==> config.mk <==
export PLATFORM = sky130hd
export DESIGN_NAME = register_file_param
export DESIGN_NICKNAME = d
export VERILOG_FILES = /design/src/rtl/regfile_pkg.sv /design/src/rtl/regfile_clear_seq.sv /design/src/rtl/register_file_param.sv
export SDC_FILE = /design/constraint.sdc
export NUM_CORES = 1
export LEC_CHECK = 0
export ABC_AREA = 1
export CORE_MARGIN = 1
export CORE_UTILIZATION = 58
export CTS_CLUSTER_SIZE = 8
export DETAILED_ROUTE_END_ITERATION = 12
export GPL_ROUTABILITY_DRIVEN = 0
export PLACE_DENSITY_LB_ADDON = 0.12
export REMOVE_ABC_BUFFERS = 1
export SLEW_MARGIN = 25
export SYNTH_ARGS = -nofsm -noshare
export SYNTH_HDL_FRONTEND = slang
export SYNTH_SLANG_ARGS = --single-unit
==> constraint.sdc <==
create_clock -name clk -period 1.7 [get_ports clk]
set_input_delay 0.425 -clock clk [delete_from_list [all_inputs] [get_ports clk]]
set_output_delay 0.425 -clock clk [all_outputs]
set_load 0.005 [all_outputs]
==> src/rtl/regfile_pkg.sv <==
// Shared constants for the parameterised register file: default geometry
// and the encoding of the clear-sequencer states.
package regfile_pkg;

    localparam int DEF_DATA_WIDTH = 8;
    localparam int DEF_ADDR_WIDTH = 2;
    localparam int DEF_ZERO_REG   = 0;

    // Clear sequencer state encoding (kept as plain constants so older
    // tooling and netlist scripts can match the raw codes).
    localparam logic [0:0] ST_IDLE  = 1'b0;
    localparam logic [0:0] ST_CLEAR = 1'b1;

endpackage : regfile_pkg

==> src/rtl/regfile_clear_seq.sv <==
// Clear sequencer: walks a counter over every register address, one per
// clock, while the register file is being zeroed. Exposes the current
// clear address, a busy flag and a one-cycle completion pulse.
module regfile_clear_seq
    import regfile_pkg::*;
#(
    parameter int ADDR_WIDTH = DEF_ADDR_WIDTH
) (
    input  logic                  clk,
    input  logic                  reset,
    input  logic                  clear_start,
    output logic                  clear_active,
    output logic [ADDR_WIDTH-1:0] clear_addr,
    output logic                  busy,
    output logic                  clear_done
);

    localparam int                  DEPTH    = 1 << ADDR_WIDTH;
    // One extra counter bit so the final-address compare can never be
    // bypassed by a silent wrap back to zero.
    localparam logic [ADDR_WIDTH:0] CNT_LAST = (ADDR_WIDTH + 1)'(DEPTH - 1);
    localparam logic [ADDR_WIDTH:0] CNT_ONE  = (ADDR_WIDTH + 1)'(1);

    logic [0:0]          state_r;
    logic [0:0]          state_nxt_s;
    logic [ADDR_WIDTH:0] cnt_r;
    logic [ADDR_WIDTH:0] cnt_nxt_s;
    logic                busy_r;
    logic                busy_nxt_s;
    logic                done_r;
    logic                done_nxt_s;

    // Next-state, counter and flag decode for the IDLE/CLEAR sequencer.
    always_comb begin
        state_nxt_s = state_r;
        cnt_nxt_s   = cnt_r;
        busy_nxt_s  = busy_r;
        done_nxt_s  = 1'b0;
        case (state_r)
            ST_IDLE: begin
                if (clear_start) begin
                    state_nxt_s = ST_CLEAR;
                    cnt_nxt_s   = '0;
                    busy_nxt_s  = 1'b1;
                end else begin
                    cnt_nxt_s   = '0;
                    busy_nxt_s  = 1'b0;
                end
            end
            ST_CLEAR: begin
                if (cnt_r == CNT_LAST) begin
                    state_nxt_s = ST_IDLE;
                    cnt_nxt_s   = '0;
                    busy_nxt_s  = 1'b0;
                    done_nxt_s  = 1'b1;
                end else begin
                    cnt_nxt_s   = cnt_r + CNT_ONE;
                    busy_nxt_s  = 1'b1;
                end
            end
            default: begin
                state_nxt_s = ST_IDLE;
                cnt_nxt_s   = '0;
                busy_nxt_s  = 1'b0;
                done_nxt_s  = 1'b0;
            end
        endcase
    end

    // Sequencer state registers; an asserted reset aborts any clear at once.
    always_ff @(posedge clk or negedge reset) begin
        if (!reset) begin
            state_r <= ST_IDLE;
            cnt_r   <= '0;
            busy_r  <= 1'b0;
            done_r  <= 1'b0;
        end else begin
            state_r <= state_nxt_s;
            cnt_r   <= cnt_nxt_s;
            busy_r  <= busy_nxt_s;
            done_r  <= done_nxt_s;
        end
    end

    assign clear_active = (state_r == ST_CLEAR);
    assign clear_addr   = cnt_r[ADDR_WIDTH-1:0];
    assign busy         = busy_r;
    assign clear_done   = done_r;

endmodule : regfile_clear_seq

==> src/rtl/register_file_param.sv <==
// Two-write / two-read register file with registered read data, write-to-
// read forwarding, port-B-wins collision handling, optional hardwired zero
// register and a sequential clear driven by regfile_clear_seq.
module register_file_param
    import regfile_pkg::*;
#(
    parameter int DATA_WIDTH = DEF_DATA_WIDTH,
    parameter int ADDR_WIDTH = DEF_ADDR_WIDTH,
    parameter int ZERO_REG   = DEF_ZERO_REG
) (
    input  logic                  clk,
    input  logic                  reset,
    input  logic                  we_a,
    input  logic [ADDR_WIDTH-1:0] waddr_a,
    input  logic [DATA_WIDTH-1:0] wdata_a,
    input  logic                  we_b,
    input  logic [ADDR_WIDTH-1:0] waddr_b,
    input  logic [DATA_WIDTH-1:0] wdata_b,
    input  logic [ADDR_WIDTH-1:0] raddr_a,
    input  logic [ADDR_WIDTH-1:0] raddr_b,
    input  logic                  clear_start,
    output logic [DATA_WIDTH-1:0] rdata_a,
    output logic [DATA_WIDTH-1:0] rdata_b,
    output logic                  busy,
    output logic                  clear_done,
    output logic                  wr_collision
);

    localparam int   DEPTH   = 1 << ADDR_WIDTH;
    localparam logic ZERO_EN = (ZERO_REG != 0);

    logic [DATA_WIDTH-1:0] regs_r [DEPTH];
    logic [DATA_WIDTH-1:0] rdata_a_r;
    logic [DATA_WIDTH-1:0] rdata_b_r;
    logic                  collision_r;

    logic                  clear_active_s;
    logic [ADDR_WIDTH-1:0] clear_addr_s;
    logic                  idle_s;
    logic                  same_waddr_s;
    logic                  wr_a_ok_s;
    logic                  wr_b_ok_s;
    logic                  collision_s;
    logic [DATA_WIDTH-1:0] rd_a_nxt_s;
    logic [DATA_WIDTH-1:0] rd_b_nxt_s;

    regfile_clear_seq #(
        .ADDR_WIDTH (ADDR_WIDTH)
    ) u_clear_seq (
        .clk          (clk),
        .reset        (reset),
        .clear_start  (clear_start),
        .clear_active (clear_active_s),
        .clear_addr   (clear_addr_s),
        .busy         (busy),
        .clear_done   (clear_done)
    );

    // Write arbitration: writes only land while idle; on an address clash
    // port B wins, and the zero register silently drops its writes. The
    // collision flag ignores the zero register so clashes on it still show.
    always_comb begin
        idle_s       = !clear_active_s;
        same_waddr_s = (waddr_a == waddr_b);
        collision_s  = idle_s && we_a && we_b && same_waddr_s;
        wr_b_ok_s    = idle_s && we_b && !(ZERO_EN && (waddr_b == '0));
        wr_a_ok_s    = idle_s && we_a && !(we_b && same_waddr_s)
                       && !(ZERO_EN && (waddr_a == '0));
    end

    // Read-port data selection with forwarding of this cycle's write; a
    // clear in progress forwards zero for the register being cleared.
    always_comb begin
        if (clear_active_s && (raddr_a == clear_addr_s)) begin
            rd_a_nxt_s = '0;
        end else if (ZERO_EN && (raddr_a == '0)) begin
            rd_a_nxt_s = '0;
        end else if (wr_b_ok_s && (waddr_b == raddr_a)) begin
            rd_a_nxt_s = wdata_b;
        end else if (wr_a_ok_s && (waddr_a == raddr_a)) begin
            rd_a_nxt_s = wdata_a;
        end else begin
            rd_a_nxt_s = regs_r[raddr_a];
        end

        if (clear_active_s && (raddr_b == clear_addr_s)) begin
            rd_b_nxt_s = '0;
        end else if (ZERO_EN && (raddr_b == '0)) begin
            rd_b_nxt_s = '0;
        end else if (wr_b_ok_s && (waddr_b == raddr_b)) begin
            rd_b_nxt_s = wdata_b;
        end else if (wr_a_ok_s && (waddr_a == raddr_b)) begin
            rd_b_nxt_s = wdata_a;
        end else begin
            rd_b_nxt_s = regs_r[raddr_b];
        end
    end

    // Register storage: the clear owns the array while active, otherwise
    // the arbitrated port writes commit (never to the same entry).
    always_ff @(posedge clk or negedge reset) begin
        if (!reset) begin
            for (int i = 0; i < DEPTH; i++) begin
                regs_r[i] <= '0;
            end
        end else if (clear_active_s) begin
            regs_r[clear_addr_s] <= '0;
        end else begin
            if (wr_a_ok_s) begin
                regs_r[waddr_a] <= wdata_a;
            end
            if (wr_b_ok_s) begin
                regs_r[waddr_b] <= wdata_b;
            end
        end
    end

    // Registered read data and collision pulse.
    always_ff @(posedge clk or negedge reset) begin
        if (!reset) begin
            rdata_a_r   <= '0;
            rdata_b_r   <= '0;
            collision_r <= 1'b0;
        end else begin
            rdata_a_r   <= rd_a_nxt_s;
            rdata_b_r   <= rd_b_nxt_s;
            collision_r <= collision_s;
        end
    end

    assign rdata_a      = rdata_a_r;
    assign rdata_b      = rdata_b_r;
    assign wr_collision = collision_r;

endmodule : register_file_param
-- Word-level counts from Yosys, hierarchy flattened
Index checks and enable logic that the tools add are counted.
- shifts and indexed selects: 0
- add/sub/neg operators: 1
- muxes and demuxes: 31
- divide/modulo/power cells: 0
- multiply operators: 0
- magnitude comparators: 8
- bitwise operators: 8
- equal/unequal tests: 8
- reduce and logical (&&, ||, !) cells: 17
- operators with widths (kind ; number):
    $mux 32 ; 4
    $mux 8 ; 13
    $bwmux 32 ; 2
    $demux 8 s2 ; 3
    $and 32x32->32 ; 1
    $bmux 8 s2 ; 2
    $not 32->32 ; 1
    $ge 3x3->1 const B ; 5
    $logic_and 1x1->1 ; 15
    $not 2->3 ; 5
    $eq 2x2->1 ; 7
    $lt 3x1->1 const B ; 3
    $pmux 3 s2 ; 1
    $mux 1 ; 4
    $add 3x1->3 const B ; 1
    $eq 3x2->1 const B ; 1
    $mux 3 ; 1
    $logic_not 1->1 ; 2
    $pmux 1 s2 ; 1
    $not 1->1 ; 1
- word-level logic and storage cells: 83
- bits in latches: 0
- input bits: 29
- bits in writable memories: 0
- register bits: 54
- memories: 0
- memory bits (read-only): 0

-- Longest topological paths before layout
- depth after elaboration: 11
- gate-level depth with buffers: 12

-- By module
From an unflattened synthesis, not the netlist that was laid out.
- cell total of the unflattened synthesis: 675
- area total of the unflattened synthesis: 4214.0 µm²
- modules (own cells, without submodules) (module ; sequential area each (µm²) ; times used ; area each (µm²) ; cells each):
    register_file_param ; 1226.2 ; 1 ; 4006.3 ; 655
    regfile_clear_seq ; 125.1 ; 1 ; 207.7 ; 20

-- Worst setup path before layout
Ideal clock, no wire load.
- path kind: in2reg
- start point: in waddr_a[0]
- end point: reg regs_r[1] (netlist bit)
- arrival time: 1379 ps
- data required time: 1583 ps
- cell stages on the path: 10
- path buffers: 3
- setup slack: 203 ps
- cells stage by stage: buf_4 > inv_2 > a21oi_2 > nand3_4 > buf_12 > buf_6 > nand3_1 > nand3_1 > nand2_1 > o21ai_2
- cells in the longest elaborated chain, start to end: 11
- elaborated cells between the ends (all ways): 16
- those cells by class: order compare: 2; eq/ne: 1; mux: 8; bitwise: 1; reduce/logical: 4
- ends and longest elaborated chain (element ; RTL line ; text):
    from (decl) ; register_file_param.sv:14 ; input logic [ADDR_WIDTH-1:0] waddr_a,
    $not 2->3 (implied by the code) ; register_file_param.sv:110 ; regs_r[waddr_a] <= wdata_a;
    $ge 3x3->1 (implied by the code) / $lt 3x1->1 (equally long branches) ; register_file_param.sv:110 ;
    $logic_and 1x1->1 (implied by the code) ; register_file_param.sv:110 ;
    $mux 8 (implied by the code) ; register_file_param.sv:110 ;
    $demux 8 s2 ; register_file_param.sv:110 ;
    $bwmux 32 ; register_file_param.sv:110 ;
    $mux 32 * ; register_file_param.sv:109 ; if (wr_a_ok_s) begin
    $mux 32 * ; register_file_param.sv:106 ; end else if (clear_active_s) begin
    $bwmux 32 ; register_file_param.sv:113 ; regs_r[waddr_b] <= wdata_b;
    $mux 32 * ; register_file_param.sv:112 ; if (wr_b_ok_s) begin
    $mux 32 * ; register_file_param.sv:106 ;
    to (signal, indexed assignment) ; register_file_param.sv:110 ;
    to (signal, indexed assignment) ; register_file_param.sv:113 ;
    to (decl) ; register_file_param.sv:32 ; logic [DATA_WIDTH-1:0] regs_r [DEPTH];
Every way passes the cells marked *; elsewhere a longest branch is shown, timed or not. The select of a mux whose other input is x is not followed.

==> results.py <==
metrics = {
    "placed_design": {
        "io_buffers": 47,
        "dp_hpwl_um": 10400,
        "pre_cts_slack_ns": -0.371,
        "dp_cells": 855,
    },
    "critical_path": {
        "critPathKind": "reg2out",
        "critPathLaunchType": "register",
        "path_delay_family": "buffers and inverters",
        "rr_endpoint": "rdata_b[2]",
        "cp-end-kind": "output port",
        "cp_cell_sequence": "clkdlybuf4s50_1",
        "max_stage_delay_ns": 0.50,
        "critPathArrivalTime_ns": 1.23,
        "reg2reg_depth": 9,
        "crit_fanout": 4,
        "crit_required_ns": 1.27,
        "crit-reg2reg-launch": "u_clear_seq.clear_active",
        "crit_buf_inv": 1,
        "r2r_slack_ns": 0.08,
        "crit_slowest_cell": "clkdlybuf4s50_1",
    },
    "sta": {
        "rsz0062_at_grt": "false",
        "finClkSkew_ns": 0.0104,
        "fin_ws_ns": 0.0491,
        "hold_violations": 0,
        "post-route-min-period_ns": 1.65,
        "max_freq_mhz": 606,
        "setup_viol_count_final": 0,
        "slew_headroom_pct": 68.1,
        "slew_viol_final": 0,
        "hold_slack_ns": 0.0428,
        "fin_crit_sh_pct": 97.1,
        "worst_slew_pin_slew_ns": 0.478,
    },
    "synthesis": {
        "synth.avg_cell_area_um2": 6.39,
        "yosysSeqAreaShare_pct": 31.4,
        "synth_area_leaders": "dfrtp_1 (31%), nand2_1 (17%), o21ai_0 (9.7%)",
        "synth_compound_area_share_pct": 17.2,
        "synth_warnings": 0,
        "synthSimpleGateAreaFrac_pct": 35.6,
        "synthAdderAreaFrac_pct": 1.16,
        "synthArstFlopShare_pct": 100,
        "syn_area_um2": 4300,
        "synth_seq_cells": 54,
        "muxShareOfSynthArea_pct": 0,
        "synth_ff_type": "dfrtp_1",
        "synth_top_family_by_area": "simple AND/OR/NAND/NOR gates",
        "synth_edf_count": 0,
        "synth-xor-area-share_pct": 0.814,
        "yosysUniqueCellTypes": 30,
        "synth_area_leader_cell": "dfrtp_1",
        "syn_inst": 673,
        "synth_top_area_share_pct": 31.4,
    },
    "power": {
        "p_per_area_nw_per_um2": 1180,
        "ir_drop_mv": 0.793,
        "p_leak_nw": 3.02,
        "pwr-share-clk_pct": 12.4,
        "total_power_w": 0.00656,
        "power_frac_seq_pct": 33.0,
        "switching_share_pct": 45.5,
        "p_int_w": 0.00358,
        "switchingPower_w": 0.00299,
        "combinationalPowerShare_pct": 54.7,
    },
    "global_route": {
        "antenna_found_initial": 0,
        "grt_max_degree": 31,
        "grt.overflow.total": 0,
        "grt_usage_pct": 37.7,
        "grt_pass1_wl_um": 22500,
        "first_global_vias": 4746,
    },
    "cells_and_area": {
        "drive_gt1_share_pct": 16.4,
        "diodes": 0,
        "final_cells": 867,
        "nNetsFinal": 800,
        "syn_to_final_growth_pct": 29.2,
    },
    "floorplanning": {
        "placementRows": 31,
        "die_w_um": 88.1,
        "die_area_um2": 7770,
        "die_y_um": 88.1,
        "core-area_um2": 7210,
        "io_pins": 48,
        "initial_core_util_pct": 59.6,
    },
    "clock_tree": {
        "clock_latency_ns": 0.32,
        "clkTransAtPathRegs_ns": 0.11,
        "clockBufferDepth": 2,
        "htreeDepth": 2,
        "cts_made_buffers": 5,
        "cts.sinks": 54,
        "cts_root_buf": "clkbuf_8",
        "cts_tree": "built",
    },
    "detailed_routing": {
        "route.detailed.drc": 0,
        "wirelength_um": 14100,
        "dr.pass1.iters": 7,
        "drt_iter0_drc": 463,
        "ant_nets": 0,
        "wl_per_cell_um": 16.3,
        "via_per_inst": 5.88,
        "vias": 5095,
    },
    "job": {
        "max-cap-violations": 0,
    },
    "outcome": {
        "status": "complete, no violations",
    },
    "worst_hold_path": {
        "hold_class": "in2async",
    },
}
==> worst reg2reg max path, delay by kind of cell, from the launching register on <==
family / cells / cell delay (ns)
compound gates: 1 / 0.09
buf+inv: 5 / 0.61
simple gates: 3 / 0.38
flops: 1 / 0.44
==> power by group through the flow <==
stage          Combinational (W)  Sequential [W]  Clock [W]
4_1_cts                  0.00347         0.00213   0.000812
2_1_floorplan            0.00196         0.00209          0
5_1_grt                  0.00399         0.00221   0.000863
3_3_place_gp             0.00327         0.00216          0
3_5_place_dp             0.00340         0.00218          0
6_report                 0.00359         0.00216   0.000812
==> routing by layer <==
layer | track usage (%) | wire length, µm | up-vias
li1 | - | - | 2379
met1 | 45.6 | 5400 | 2314
met2 | 65.0 | 6710 | 324
met3 | 5.66 | 1180 | 78
met4 | 19.6 | 811 | 0
met5 | 0 | 0 | -
==> registers in the layout (all words and copies together) (netlist names) <==
signal and cells:
u_clear_seq.clear_active 1, rdata_a 8, rdata_b 8, wr_collision 1, regs_r 32, u_clear_seq.cnt_r 3, u_clear_seq.clear_done 1
==> area by class of cell <==
type	count	area, µm²
clock inverter	2	16.3
sequential	54	1350
clock buffer	6	82.6
tap	99	124
inverter	102	385
multi-input combinational	483	2410
fill	567	1650
timing repair buffer	121	1190
==> cells in the mapped netlist (5+ instances only) <==
master and n:
o21ai_1 6, nand3_2 6, o21ai_0 83, a21oi_1 51, nor2_1 11, clkbuf_1 14, inv_1 94, nand4_1 28
buf_2 13, nand2_1 197, dfrtp_1 54, nand3_1 71, buf_6 5, inv_2 8
==> worst max-delay path by stage <==
stage                                         from    endpoint  slack (ns)  cells past startpoint
final                     u_clear_seq.clear_active        busy        0.05                      1
after global routing      u_clear_seq.clear_active  regs_r[31]       0.001                     10
after CTS                               waddr_a[1]  rdata_a[5]       -0.03                     11
after detailed placement                waddr_a[1]  rdata_a[5]       -0.37                     11
after global placement                  waddr_a[1]  rdata_a[4]       -0.32                     11
after floorplan           u_clear_seq.clear_active  regs_r[24]       -0.25                      6
==> cells in the final DEF (no fill, tap or decap), drive strengths merged <==
master and n:
a21oi 52, buf 75, clkbuf 6, clkdlybuf4s50 38
clkinvlp 1, dfrtp 54, dlymetal6s2s 8, ha 4
inv 103, nand2 203, nand3 79, nand4 30
nor2 15, nor3 3, o211ai 1, o21ai 91
o22ai 1, xor2 4
==> cell families after synthesis <==
| kind of cell | count (synthesis) |
|---|---|
| DFF | 54 |
| adders and majority gates | 4 |
| AOI/OAI and AO/OA | 145 |
| xor gates and xnor gates | 4 |
| and+or+nand+nor | 329 |
| buffers and inverters | 137 |
==> per-stage QoR <==
step / area (µm²) / TNS (ns) / util [%]
finish: 5560 / 0 / 77.1
detailed placement: 5350 / -15.38 / 74.2
global route: 5560 / 0 / 77.1
global placement: 5350 / -12.37 / 74.2
floorplan: 4090 / -9.38 / -
CTS: 5470 / -0.0805 / 75.9
==> timing repair <==
item                                    4_1_cts  5_1_grt
pin swaps                                     0        4
hold endpoints to repair                      0        0
gates cloned                                  0        1
resized for setup                             2       26
setup buffers                                 2        1
hold buffers                                  0        0
endpoints found under the setup margin       12       48
Power figures use the tool's default switching activity.
